$ cat src/rtl/anabellek_denetleyici_pkg.sv
// Shared definitions for the main-memory controller: FSM states, requester IDs, beats per block.
package anabellek_denetleyici_pkg;

    // Number of main-memory words in one cache block
    localparam int unsigned OBEK_KELIME = 4;

    typedef enum logic [1:0] {
        BOSTA = 2'd0,
        YAZ   = 2'd1,
        OKU   = 2'd2,
        BITTI = 2'd3
    } durum_e;

    typedef enum logic {
        ISTEKCI_BELLEK = 1'b0,
        ISTEKCI_GETIR  = 1'b1
    } istekci_e;

endpackage

$ cat src/rtl/anabellek_hakem.sv
// Round-robin arbiter between the memory stage and the fetch stage.
// On a tie the stage that was not served last wins; after reset the memory stage wins.
module anabellek_hakem
    import anabellek_denetleyici_pkg::*;
(
    input  logic     clk_i,
    input  logic     rst_i,
    input  logic     bellek_istek_i,
    input  logic     getir_istek_i,
    input  logic     guncelle_i,
    input  istekci_e sunulan_i,
    output logic     izin_o,
    output istekci_e secilen_o
);

    // 1: fetch stage wins the next tie
    logic oncelik_getir_q;

    // Remember who was served so the other side gets the next tie
    always_ff @(posedge clk_i or posedge rst_i) begin
        if (rst_i) begin
            oncelik_getir_q <= 1'b0;
        end else if (guncelle_i) begin
            oncelik_getir_q <= (sunulan_i == ISTEKCI_BELLEK);
        end
    end

    // Grant decision from the current requests and the priority flag
    always_comb begin
        izin_o    = bellek_istek_i | getir_istek_i;
        secilen_o = ISTEKCI_BELLEK;
        if (getir_istek_i && (!bellek_istek_i || oncelik_getir_q)) begin
            secilen_o = ISTEKCI_GETIR;
        end
    end

endmodule

$ cat src/rtl/anabellek_denetleyici.sv
// Main-memory controller: serves 128-bit block reads/writes from the memory and fetch stages
// as four 32-bit word transactions on a valid/accept port, and pulses hazir when done.
module anabellek_denetleyici
    import anabellek_denetleyici_pkg::*;
#(
    parameter int unsigned ADRES_W = 32,
    parameter int unsigned VERI_W  = 32,
    parameter int unsigned OBEK_W  = 128
) (
    input  logic               clk_i,
    input  logic               rst_i,
    input  logic               bellek_asamasi_istek_i,
    input  logic [ADRES_W-1:0] bellek_adres_i,
    input  logic               bellek_oku_i,
    input  logic               bellek_yaz_i,
    input  logic [OBEK_W-1:0]  yazilacak_veri_obegi_i,
    output logic               anabellek_musait_o,
    output logic               bellek_asamasina_veri_hazir_o,
    input  logic               getir_istek_i,
    input  logic [ADRES_W-1:0] getir_adres_i,
    output logic               getir_asamasina_veri_hazir_o,
    output logic [OBEK_W-1:0]  okunan_veri_obegi_o,
    output logic               ana_istek_o,
    output logic               ana_yaz_o,
    output logic [ADRES_W-1:0] ana_adres_o,
    output logic [VERI_W-1:0]  ana_veri_o,
    input  logic               ana_kabul_i,
    input  logic               ana_veri_gecerli_i,
    input  logic [VERI_W-1:0]  ana_veri_i
);

    localparam int unsigned SAYAC_W = 3;
    localparam logic [SAYAC_W-1:0] KELIME_SAYISI = SAYAC_W'(OBEK_KELIME);
    localparam logic [SAYAC_W-1:0] SON_KELIME    = SAYAC_W'(OBEK_KELIME - 1);
    // Clears the byte-offset-within-block bits of a request address
    localparam logic [ADRES_W-1:0] HIZA_MASKESI  = ~ADRES_W'(OBEK_W / 8 - 1);

    durum_e               durum_q, durum_d;
    logic [ADRES_W-1:0]   adres_q, adres_d;
    logic [OBEK_W-1:0]    blok_q, blok_d;
    istekci_e             istekci_q, istekci_d;
    logic [SAYAC_W-1:0]   gonder_q, gonder_d;  // accepted word requests
    logic [SAYAC_W-1:0]   al_q, al_d;          // stored read responses
    logic [OBEK_W-1:0]    tampon_q, tampon_d;
    logic [OBEK_W-1:0]    okunan_q, okunan_d;

    logic                 bellek_gecerli;
    logic                 hakem_izin;
    istekci_e             hakem_secim;
    logic                 hakem_guncelle;
    logic                 vurus_istek;
    logic [ADRES_W-1:0]   secilen_adres;

    // A memory-stage request with neither read nor write is not a request at all
    assign bellek_gecerli = bellek_asamasi_istek_i & (bellek_oku_i | bellek_yaz_i);
    assign hakem_guncelle = (durum_q == BITTI);

    anabellek_hakem u_hakem (
        .clk_i          (clk_i),
        .rst_i          (rst_i),
        .bellek_istek_i (bellek_gecerli),
        .getir_istek_i  (getir_istek_i),
        .guncelle_i     (hakem_guncelle),
        .sunulan_i      (istekci_q),
        .izin_o         (hakem_izin),
        .secilen_o      (hakem_secim)
    );

    // State, latched request and read buffer registers
    always_ff @(posedge clk_i or posedge rst_i) begin
        if (rst_i) begin
            durum_q   <= BOSTA;
            adres_q   <= '0;
            blok_q    <= '0;
            istekci_q <= ISTEKCI_BELLEK;
            gonder_q  <= '0;
            al_q      <= '0;
            tampon_q  <= '0;
            okunan_q  <= '0;
        end else begin
            durum_q   <= durum_d;
            adres_q   <= adres_d;
            blok_q    <= blok_d;
            istekci_q <= istekci_d;
            gonder_q  <= gonder_d;
            al_q      <= al_d;
            tampon_q  <= tampon_d;
            okunan_q  <= okunan_d;
        end
    end

    // Next-state: grant, beat issue/accept counting and response reassembly
    always_comb begin
        durum_d       = durum_q;
        adres_d       = adres_q;
        blok_d        = blok_q;
        istekci_d     = istekci_q;
        gonder_d      = gonder_q;
        al_d          = al_q;
        tampon_d      = tampon_q;
        okunan_d      = okunan_q;
        secilen_adres = (hakem_secim == ISTEKCI_GETIR) ? getir_adres_i : bellek_adres_i;

        unique case (durum_q)
            BOSTA: begin
                if (hakem_izin) begin
                    adres_d   = secilen_adres & HIZA_MASKESI;
                    blok_d    = yazilacak_veri_obegi_i;
                    istekci_d = hakem_secim;
                    gonder_d  = '0;
                    al_d      = '0;
                    // Write wins when the memory stage raises both oku and yaz
                    if (hakem_secim == ISTEKCI_BELLEK && bellek_yaz_i) begin
                        durum_d = YAZ;
                    end else begin
                        durum_d = OKU;
                    end
                end
            end
            YAZ: begin
                if (ana_kabul_i) begin
                    gonder_d = gonder_q + 3'd1;
                    if (gonder_q == SON_KELIME) begin
                        durum_d = BITTI;
                    end
                end
            end
            OKU: begin
                if (gonder_q < KELIME_SAYISI && ana_kabul_i) begin
                    gonder_d = gonder_q + 3'd1;
                end
                if (ana_veri_gecerli_i && al_q < KELIME_SAYISI) begin
                    tampon_d[al_q[1:0]*VERI_W +: VERI_W] = ana_veri_i;
                    al_d = al_q + 3'd1;
                    if (al_q == SON_KELIME) begin
                        // Publish the block including the word arriving this cycle
                        okunan_d = tampon_d;
                        durum_d  = BITTI;
                    end
                end
            end
            BITTI: begin
                durum_d = BOSTA;
            end
            default: begin
                durum_d = BOSTA;
            end
        endcase
    end

    // Word-port drive and completion pulses, all decoded from registered state
    always_comb begin
        vurus_istek = (durum_q == YAZ) || (durum_q == OKU && gonder_q < KELIME_SAYISI);
        ana_istek_o = vurus_istek;
        ana_yaz_o   = (durum_q == YAZ);
        ana_adres_o = '0;
        ana_veri_o  = '0;
        if (vurus_istek) begin
            ana_adres_o = adres_q + ADRES_W'({gonder_q, 2'b00});
        end
        if (durum_q == YAZ) begin
            ana_veri_o = blok_q[gonder_q[1:0]*VERI_W +: VERI_W];
        end
        anabellek_musait_o            = (durum_q == BOSTA);
        bellek_asamasina_veri_hazir_o = (durum_q == BITTI) && (istekci_q == ISTEKCI_BELLEK);
        getir_asamasina_veri_hazir_o  = (durum_q == BITTI) && (istekci_q == ISTEKCI_GETIR);
        okunan_veri_obegi_o           = okunan_q;
    end

endmodule

$ cat config.mk
export PLATFORM = sky130hd
export DESIGN_NAME = anabellek_denetleyici
export DESIGN_NICKNAME = d
export VERILOG_FILES = /design/src/rtl/anabellek_denetleyici_pkg.sv /design/src/rtl/anabellek_hakem.sv /design/src/rtl/anabellek_denetleyici.sv
export SDC_FILE = /design/constraint.sdc
export NUM_CORES = 1
export LEC_CHECK = 0
export BUFFER_PORTS_ARGS = -buffer_cell sky130_fd_sc_hd__buf_2
export CELL_PAD_IN_SITES_DETAIL_PLACEMENT = 0
export CELL_PAD_IN_SITES_GLOBAL_PLACEMENT = 1
export CORE_MARGIN = 10
export CORE_UTILIZATION = 25
export DETAILED_ROUTE_END_ITERATION = 10
export GPL_ROUTABILITY_DRIVEN = 0
export PLACE_DENSITY = 0.49
export SLEW_MARGIN = 20
export SYNTH_ARGS = -nofsm -noshare
export SYNTH_HDL_FRONTEND = slang
export SYNTH_HIERARCHICAL = 1
export SYNTH_SLANG_ARGS = --single-unit
export TNS_END_PERCENT = 1
$ cat constraint.sdc
create_clock -name clk_i -period 18.7 [get_ports clk_i]
set_input_delay 2.805 -clock clk_i [delete_from_list [all_inputs] [get_ports clk_i]]
set_output_delay 2.805 -clock clk_i [all_outputs]
set_load 0.02 [all_outputs]
Word level (Yosys, flattened, before mapping)
Index checks and enable logic that the tools add are counted.
{"block": "totals", "register_bits": 422, "inputBits": 232, "output_inout_bits": 197, "word_cells": 71}
{"block": "op_classes", "addsub": 4, "magnitude_cmp": 2, "eq_ne": 11, "shifts": 3, "mux": 18, "bitwise": 5, "n_reduce_logical": 19}
{"operator": "$bwmux 128", "n": 1}
{"operator": "$shift 32x34->128 const A", "n": 1}
{"operator": "$shiftx 128x8->32", "n": 1}
{"operator": "$shiftx 32x34->128", "n": 1}
{"operator": "$mux 32", "n": 3}
{"operator": "$neg 7->34", "n": 1}
{"operator": "$add 32x5->32", "n": 1}
{"operator": "$mux 2", "n": 6}
{"operator": "$mux 3", "n": 4}
{"operator": "$pmux 3 s3", "n": 1}
{"operator": "$pmux 2 s4", "n": 1}
{"operator": "$logic_and 1x1->1", "n": 7}
{"operator": "$add 3x1->3 const B", "n": 2}
{"operator": "$eq 3x2->1 const B", "n": 2}
{"operator": "$lt 3x3->1 const B", "n": 2}
{"operator": "$ne 2x1->1 const B", "n": 3}
{"operator": "$ne 2x2->1 const B", "n": 3}
{"operator": "$pmux 3 s2", "n": 1}
{"operator": "$reduce_and 3->1", "n": 2}
{"operator": "$reduce_and 5->1", "n": 1}
{"operator": "$eq 2x2->1 const B", "n": 2}
{"operator": "$reduce_and 2->1", "n": 2}
{"operator": "$reduce_and 4->1", "n": 1}
{"operator": "$reduce_bool 3->1", "n": 1}
{"operator": "other kinds (9)", "n": 12}

Logic depth before layout (Yosys ltp)
Gate-level depths: netlist (run 1).
{"block": "logic_depth", "depth_word": 11, "mapped_depth": 11, "ltp_nobuf": 6}

Modules after synthesis
The synthesis (run 1) kept the hierarchy.
{"mod": "anabellek_denetleyici", "instances": 1, "cells_per_inst": 1702, "area_each_um2": 19025.7, "seq_area_each_um2": 10535.1}
{"mod": "anabellek_hakem", "instances": 1, "cells_per_inst": 7, "area_each_um2": 55.1, "seq_area_each_um2": 25.0}

Worst setup path before layout (run 1)
OpenSTA, ideal clock, no wires.
{"block": "synth_timing", "path_type": "register to output", "from": "register adres_q[5]", "to": "output port ana_adres_o[27]", "arrival_ns": 2.054, "required_time_ns": 15.895, "path_slack_ns": 13.841, "path_stages_with_launch": 7, "n_path_buf": 2, "cell_sequence": "dfrtp_1 > clkbuf_2 > nand4_1 > or4_1 > buf_2 > or4_1 > a21oi_1"}
{"block": "synth_via", "elab_chain_len": 2}
{"element": "start, declared", "line": "anabellek_denetleyici.sv:39", "rtl": "logic [ADRES_W-1:0] adres_q, adres_d;"}
{"element": "start signal, assigned", "line": "anabellek_denetleyici.sv:82", "rtl": "adres_q <= adres_d;"}
{"element": "$add 32x5->32", "line": "anabellek_denetleyici.sv:159", "rtl": "ana_adres_o = adres_q + ADRES_W'({gonder_q, 2'b00});"}
{"element": "$mux 32", "line": "anabellek_denetleyici.sv:158", "rtl": "if (vurus_istek) begin"}
{"element": "end, declared", "line": "anabellek_denetleyici.sv:25", "rtl": "output logic [ADRES_W-1:0] ana_adres_o,"}
Every way passes these cells.

Worst setup path after layout (run 1)
{"block": "layout_timing", "from": "register adres_q[16]", "to": "output port ana_adres_o[29]"}
Same word-level chain as after synthesis.

==> impl_metrics.json, run 1 <==
{
  "drtIter0Drc": 667,
  "root_buffer": "clkbuf_16",
  "syn_area_per_cell_um2": 11.16,
  "fp-row-count": 101,
  "maxSlewViolCount": 0,
  "p_seq_frac": 0.377,
  "p_int_mw": 2.404,
  "cp-end-kind": "primary output",
  "cts_setup_buffers": 0,
  "ctsResizeCount": 0,
  "ant_nets": 0,
  "status": "finished clean",
  "grt_usage": 0.1488,
  "grt_start_max_net_pins": 115,
  "clk_latency_ns": 0.59,
  "area_delta_synth_final_pct": 24.58,
  "place_inst": 2953,
  "grt_antenna_before_repair": 26,
  "fin_crit_ns": 5.770,
  "power.leakage_nw": 11.21,
  "drt_first_pass_iters": 5,
  "routedWlPerCell_um": 21.87,
  "critPathLaunch": "adres_q[16]",
  "hold_violations": 0,
  "synth.distinct_cells": 44,
  "hp-class": "reg -> reg",
  "peakVddDrop_mv": 0.08396,
  "synth_commonest_cells": "dfrtp_1, nand2_1, o21ai_0",
  "synth_flop_cell": "dfrtp_1",
  "clock.fmax_mhz": 173.3,
  "synth_warnings": 6,
  "drt_wl_total_mm": 66.69,
  "whs_ns": 0.4718,
  "hold_buffers": 0,
  "pwr-share-comb": 0.323,
  "cts_max_level": 2,
  "crit_type": "reg -> out",
  "cts_max_path_buffers": 3,
  "grt_pass1_vias": 15150,
  "synth-async-reset-ratio": 1.000,
  "numCtsBuffers": 52,
  "finalSetupViolations": 0,
  "drive_gt1_frac": 0.3408,
  "n_fill_cell": 7890,
  "final_area_um2": 23770,
  "cts_tree": "yes",
  "yosysMostFrequentCell": "dfrtp_1",
  "worstHoldStart": "okunan_veri_obegi_o[25]",
  "final_nets": 2275,
  "num_vias": 14100,
  "seq_area_frac_synth": 0.5534,
  "path_max_fanout": 16,
  "coreArea_um2": 75820,
  "place_area_um2": 21920,
  "max_slew_margin": 0.2817,
  "dp_slack_ns": 12.53,
  "powerDensity_nw_per_um2": 152.0,
  "crit_arrival_ns": 2.96,
  "yosysTopAreaCellShare": 0.5534,
  "p_sw_frac": 0.3347,
  "ys_ff_latch": 422,
  "yosysTopAreaCell": "dfrtp_1",
  "netlist_area_um2": 19080,
  "final_cells": 3049,
  "worstReg2RegStart": "al_q[0]",
  "crit_required_ns": 15.89,
  "die_w_um": 296.3,
  "synth_cells": 1709,
  "hpwl_mm": 44.63,
  "p_total_mw": 3.613,
  "grt_setup_unrepaired": "false",
  "grt_overflow": 0,
  "fin_skew_ns": 0.01672,
  "synth-edff-count": 0,
  "fin_crit_sh": 0.3085,
  "io_pins": 429,
  "cts.sinks": 422,
  "postLayoutCoreUtil": 0.3135,
  "drc": 0,
  "grt_pass1_wl_mm": 99.26,
  "portBuffers": 418,
  "viasPerCell": 4.624,
  "switching_power_mw": 1.209,
  "fin_tns_setup_ns": 0,
  "timing.final.ws_setup_ns": 12.93,
  "power_frac_clock": 0.300,
  "critPathLaunchType": "flip-flop",
  "synth_area_leaders": "dfrtp_1, mux2_2, a22o_1",
  "fp.dieH_um": 296.3,
  "start_util": 0.2517,
  "clk_pin_slew_ns": 0.06,
  "cap_violations": 0,
  "worst_pin_slew_ns": 1.077,
  "die_area_um2": 87770
}
registers in the layout (all words and copies together), names as in the netlist:
signal                   count
blok_q                     128
adres_q                     28
tampon_q                   128
al_q                         3
istekci_q                    1
durum_q                      2
u_hakem/oncelik_getir_q      1
okunan_veri_obegi_o        128
gonder_q                     3
worst paths after layout:
kind | endpoint | slack [ns] | cells past startpoint
max | ana_adres_o[29] | 12.93 | 5
max in group asynchronous | okunan_veri_obegi_o[45] | 14.05 | 4
max reg2reg | okunan_veri_obegi_o[96] | 14.66 | 6
min reg2reg | okunan_veri_obegi_o[25] | 0.47 | 2
min | okunan_veri_obegi_o[25] | 0.47 | 2
min in group asynchronous | u_hakem/oncelik_getir_q | 2.11 | 2
cells in the final DEF (no fill, tap or decap), types with 3 or more instances in the layout:
master / synthesis / routed
dfrtp_1: 422 / 421
buf_2: 12 / 418
o21ai_0: 170 / 170
nand2_1: 174 / 169
a21oi_1: 150 / 149
nor2b_1: 131 / 131
mux2_2: 131 / 131
a22o_1: 128 / 128
clkbuf_16: 0 / 53
and2_1: 40 / 37
mux2i_1: 32 / 32
mux4_2: 32 / 32
nor2_1: 18 / 18
inv_1: 18 / 17
buf_4: 7 / 16
clkbuf_8: 0 / 14
nand4_1: 13 / 13
ha_1: 14 / 10
clkbuf_1: 139 / 9
xor2_1: 8 / 8
bufinv_16: 0 / 8
nand3_1: 7 / 7
or4_1: 7 / 7
or3_1: 6 / 6
o31ai_1: 6 / 6
diode_2: 0 / 5
clkinv_2: 0 / 5
and2_2: 0 / 4
xnor2_1: 4 / 4
ha_2: 0 / 4
nand2_2: 0 / 3
and4_1: 5 / 3
or3_2: 3 / 3
kinds of logic (layout without fill, tap and decap cells):
logic type | after synthesis | after routing | synth area share
buf+inv | 187 | 543 | 0.03902
fa+ha+maj | 14 | 14 | 0.009180
other cells | 1 | 7 | 0.0001965
simple gates | 417 | 417 | 0.1130
mux | 195 | 195 | 0.1319
compound gates | 461 | 461 | 0.1478
flops | 422 | 422 | 0.5534
xor+xnor | 12 | 12 | 0.005508
cell type report:
class	count	area [um2]	share of cell area
repair buffers	434	2212	0.09306
clock buffers	76	1553	0.06532
diodes	5	12.51	0.0005264
flip-flops and latches	422	10560	0.4443
well taps	978	1224	0.05148
multi-input cells	1101	7851	0.3303
inverters	18	75.07	0.003158
clock inverters	15	281.5	0.01184
power groups by stage:
stage | Combinational (mW) | Sequential [mW] | Clock, mW
finish | 1.17 | 1.36 | 1.08
CTS | 1.20 | 1.36 | 1.13
floorplan | 0.812 | 1.37 | 0
global placement | 1.19 | 1.36 | 0
detailed placement | 1.20 | 1.38 | 0
global route | 1.30 | 1.40 | 1.16
critical path, stage by stage (launching register included):
cell     delay (ns)
dfrtp_1        0.44
nand4_1        0.19
or4_1          0.81
or4_1          0.58
a21oi_1        0.18
buf_2          0.19
per-layer routing:
metal,GRT usage,vias to the layer above,routed length [um],part of all wire
met1,0.1802,6972,27430,0.41
met2,0.2467,335,32020,0.48
met5,0,-,242,0.0036
met4,0.03166,40,1123,0.017
met3,0.05897,115,5869,0.088
li1,-,6636,-,-
No activity file was read; power rests on OpenSTA's default activity.
==> inputs of run 2 (changes only) <==
- clock period: 18.7 -> 5.6 ns (I/O delays scaled with it)
==> run 2 against run 1 <==
Against the previous run:
- worst setup slack got worse by 11 ns
- non-clock buffer count shrank 1
- total power grew to 3.3 times the previous value
- hold slack got worse by 0.35 ns
- global-route usage hardly changed
- clock power rose to 3.1 times the previous value
- clock skew is 0.0017 ns lower
- sequential share of layout area grew 0.16 points
- cell count hardly changed
- critical path depth stayed put
- via count about the same
- count of clock-buffer cells in the layout fell by 2
==> impl_metrics.json, run 2 (synthesis results as in run 1) <==
{
  "worstReg2RegStart": "al_q[0]",
  "io_pins": 429,
  "finalSetupViolations": 0,
  "cts_max_level": 2,
  "hp-class": "in -> async",
  "drt_wl_total_mm": 66.58,
  "status": "finished clean",
  "p_total_mw": 11.86,
  "portBuffers": 418,
  "grt_usage": 0.1493,
  "peakVddDrop_mv": 0.2398,
  "worst_pin_slew_ns": 1.153,
  "max_stage_delay_ns": 0.79,
  "crit_arrival_ns": 3.04,
  "clk_pin_slew_ns": 0.06,
  "dp_slack_ns": 1.837,
  "area_delta_synth_final_pct": 24.12,
  "cts_max_path_buffers": 3,
  "numCtsBuffers": 51,
  "grt_pass1_vias": 15250,
  "path_depth": 5,
  "grt_antenna_before_repair": 26,
  "fin_crit_ns": 3.884,
  "endpoint": "ana_adres_o[27]",
  "hpwl_mm": 44.37,
  "critPathLaunchType": "flip-flop",
  "final_cells": 3051,
  "start_util": 0.2517,
  "die_w_um": 296.3,
  "worst_path_most_repeated_cell": "or4_1",
  "ant_nets": 0,
  "crit_chain": "nand4_1 > or4_1 > or4_1 > a21oi_1 > buf_2",
  "final_common_cell": "dfrtp_1",
  "drtIter0Drc": 642,
  "fp.dieH_um": 296.3,
  "viasPerCell": 4.622,
  "critPathLaunch": "adres_q[5]",
  "crit_slowest_cell": "or4_1",
  "final_nets": 2273,
  "cts_tree": "yes",
  "clk_latency_ns": 0.59,
  "fp-row-count": 101,
  "crit_type": "reg -> out",
  "power.leakage_nw": 11.15,
  "fin_skew_ns": 0.01500,
  "cts_setup_buffers": 0,
  "cp-end-kind": "primary output",
  "drt_first_pass_iters": 4,
  "timing.final.ws_setup_ns": 1.716,
  "path_max_fanout": 16,
  "powerDensity_nw_per_um2": 500.9,
  "fin_tns_setup_ns": 0,
  "drive_gt1_frac": 0.3388,
  "r2r_setup_slack_ns": 1.89,
  "cts.sinks": 422,
  "grt_overflow": 0,
  "fin_crit_sh": 0.6936,
  "die_area_um2": 87770,
  "root_buffer": "clkbuf_16",
  "cp_num_buf_inv": 1,
  "max_slew_margin": 0.2316,
  "hold_violations": 0,
  "grt_pass1_wl_mm": 99.63,
  "clock.fmax_mhz": 257.5,
  "maxSlewViolCount": 0,
  "grt_start_max_net_pins": 257,
  "place_inst": 2952,
  "drc": 0,
  "final_cell_mix": "dfrtp_1, buf_2, o21ai_0",
  "crit_required_ns": 4.76,
  "whs_ns": 0.1169,
  "grt_setup_unrepaired": "false",
  "r2r_cells": 6,
  "hold_buffers": 0,
  "path_delay_family": "simple AND/OR/NAND/NOR gates",
  "ctsResizeCount": 0,
  "num_vias": 14100,
  "routedWlPerCell_um": 21.82,
  "coreArea_um2": 75820,
  "timing.rr.end": "tampon_q[37]",
  "cap_violations": 0
}
run 2: how the worst min path moves through the flow:
stage,from,end,slack [ns],cells past startpoint
3_5_place_dp,okunan_veri_obegi_o[101],okunan_veri_obegi_o[101],0.47,2
6_report,rst_i,u_hakem/oncelik_getir_q,0.12,2
3_3_place_gp,okunan_veri_obegi_o[31],okunan_veri_obegi_o[31],0.46,2
2_1_floorplan,istekci_q,u_hakem/oncelik_getir_q,0.45,1
5_1_grt,rst_i,u_hakem/oncelik_getir_q,0.09,2
4_1_cts,rst_i,u_hakem/oncelik_getir_q,0.07,2
run 2: stage by stage:
stage                 util  instance area, um2
CTS                 0.3121               23670
finish              0.3123               23680
global route        0.3122               23680
global placement    0.2898               21970
floorplan                -               19090
detailed placement  0.2898               21970
run 2: area by class of cell:
cell class | count | area [um2]
antenna | 7 | 17.52
clock buffer | 74 | 1463
clock inverter | 18 | 227.7
fill | 7904 | 52140
inverter | 18 | 71.32
multi-input combinational | 1101 | 7851
sequential | 422 | 10560
tap | 978 | 1224
timing repair buffer | 433 | 2267
run 2: power by group:
part	total (mW)	switching, mW	internal (mW)	leakage [nW]
clock network	3.40	1.36	2.03	0.831
registers	4.62	0.628	3.99	5.53
logic	3.84	2.07	1.77	4.79
total	11.9	4.07	7.79	11.2
run 2: metal layers:
layer  share of wire  track usage  up-vias
li1                -            -     6650
met1            0.40       0.1754     6921
met2            0.47       0.2455      368
met3           0.097      0.06585      123
met4           0.024      0.03955       40
met5          0.0042            0        -
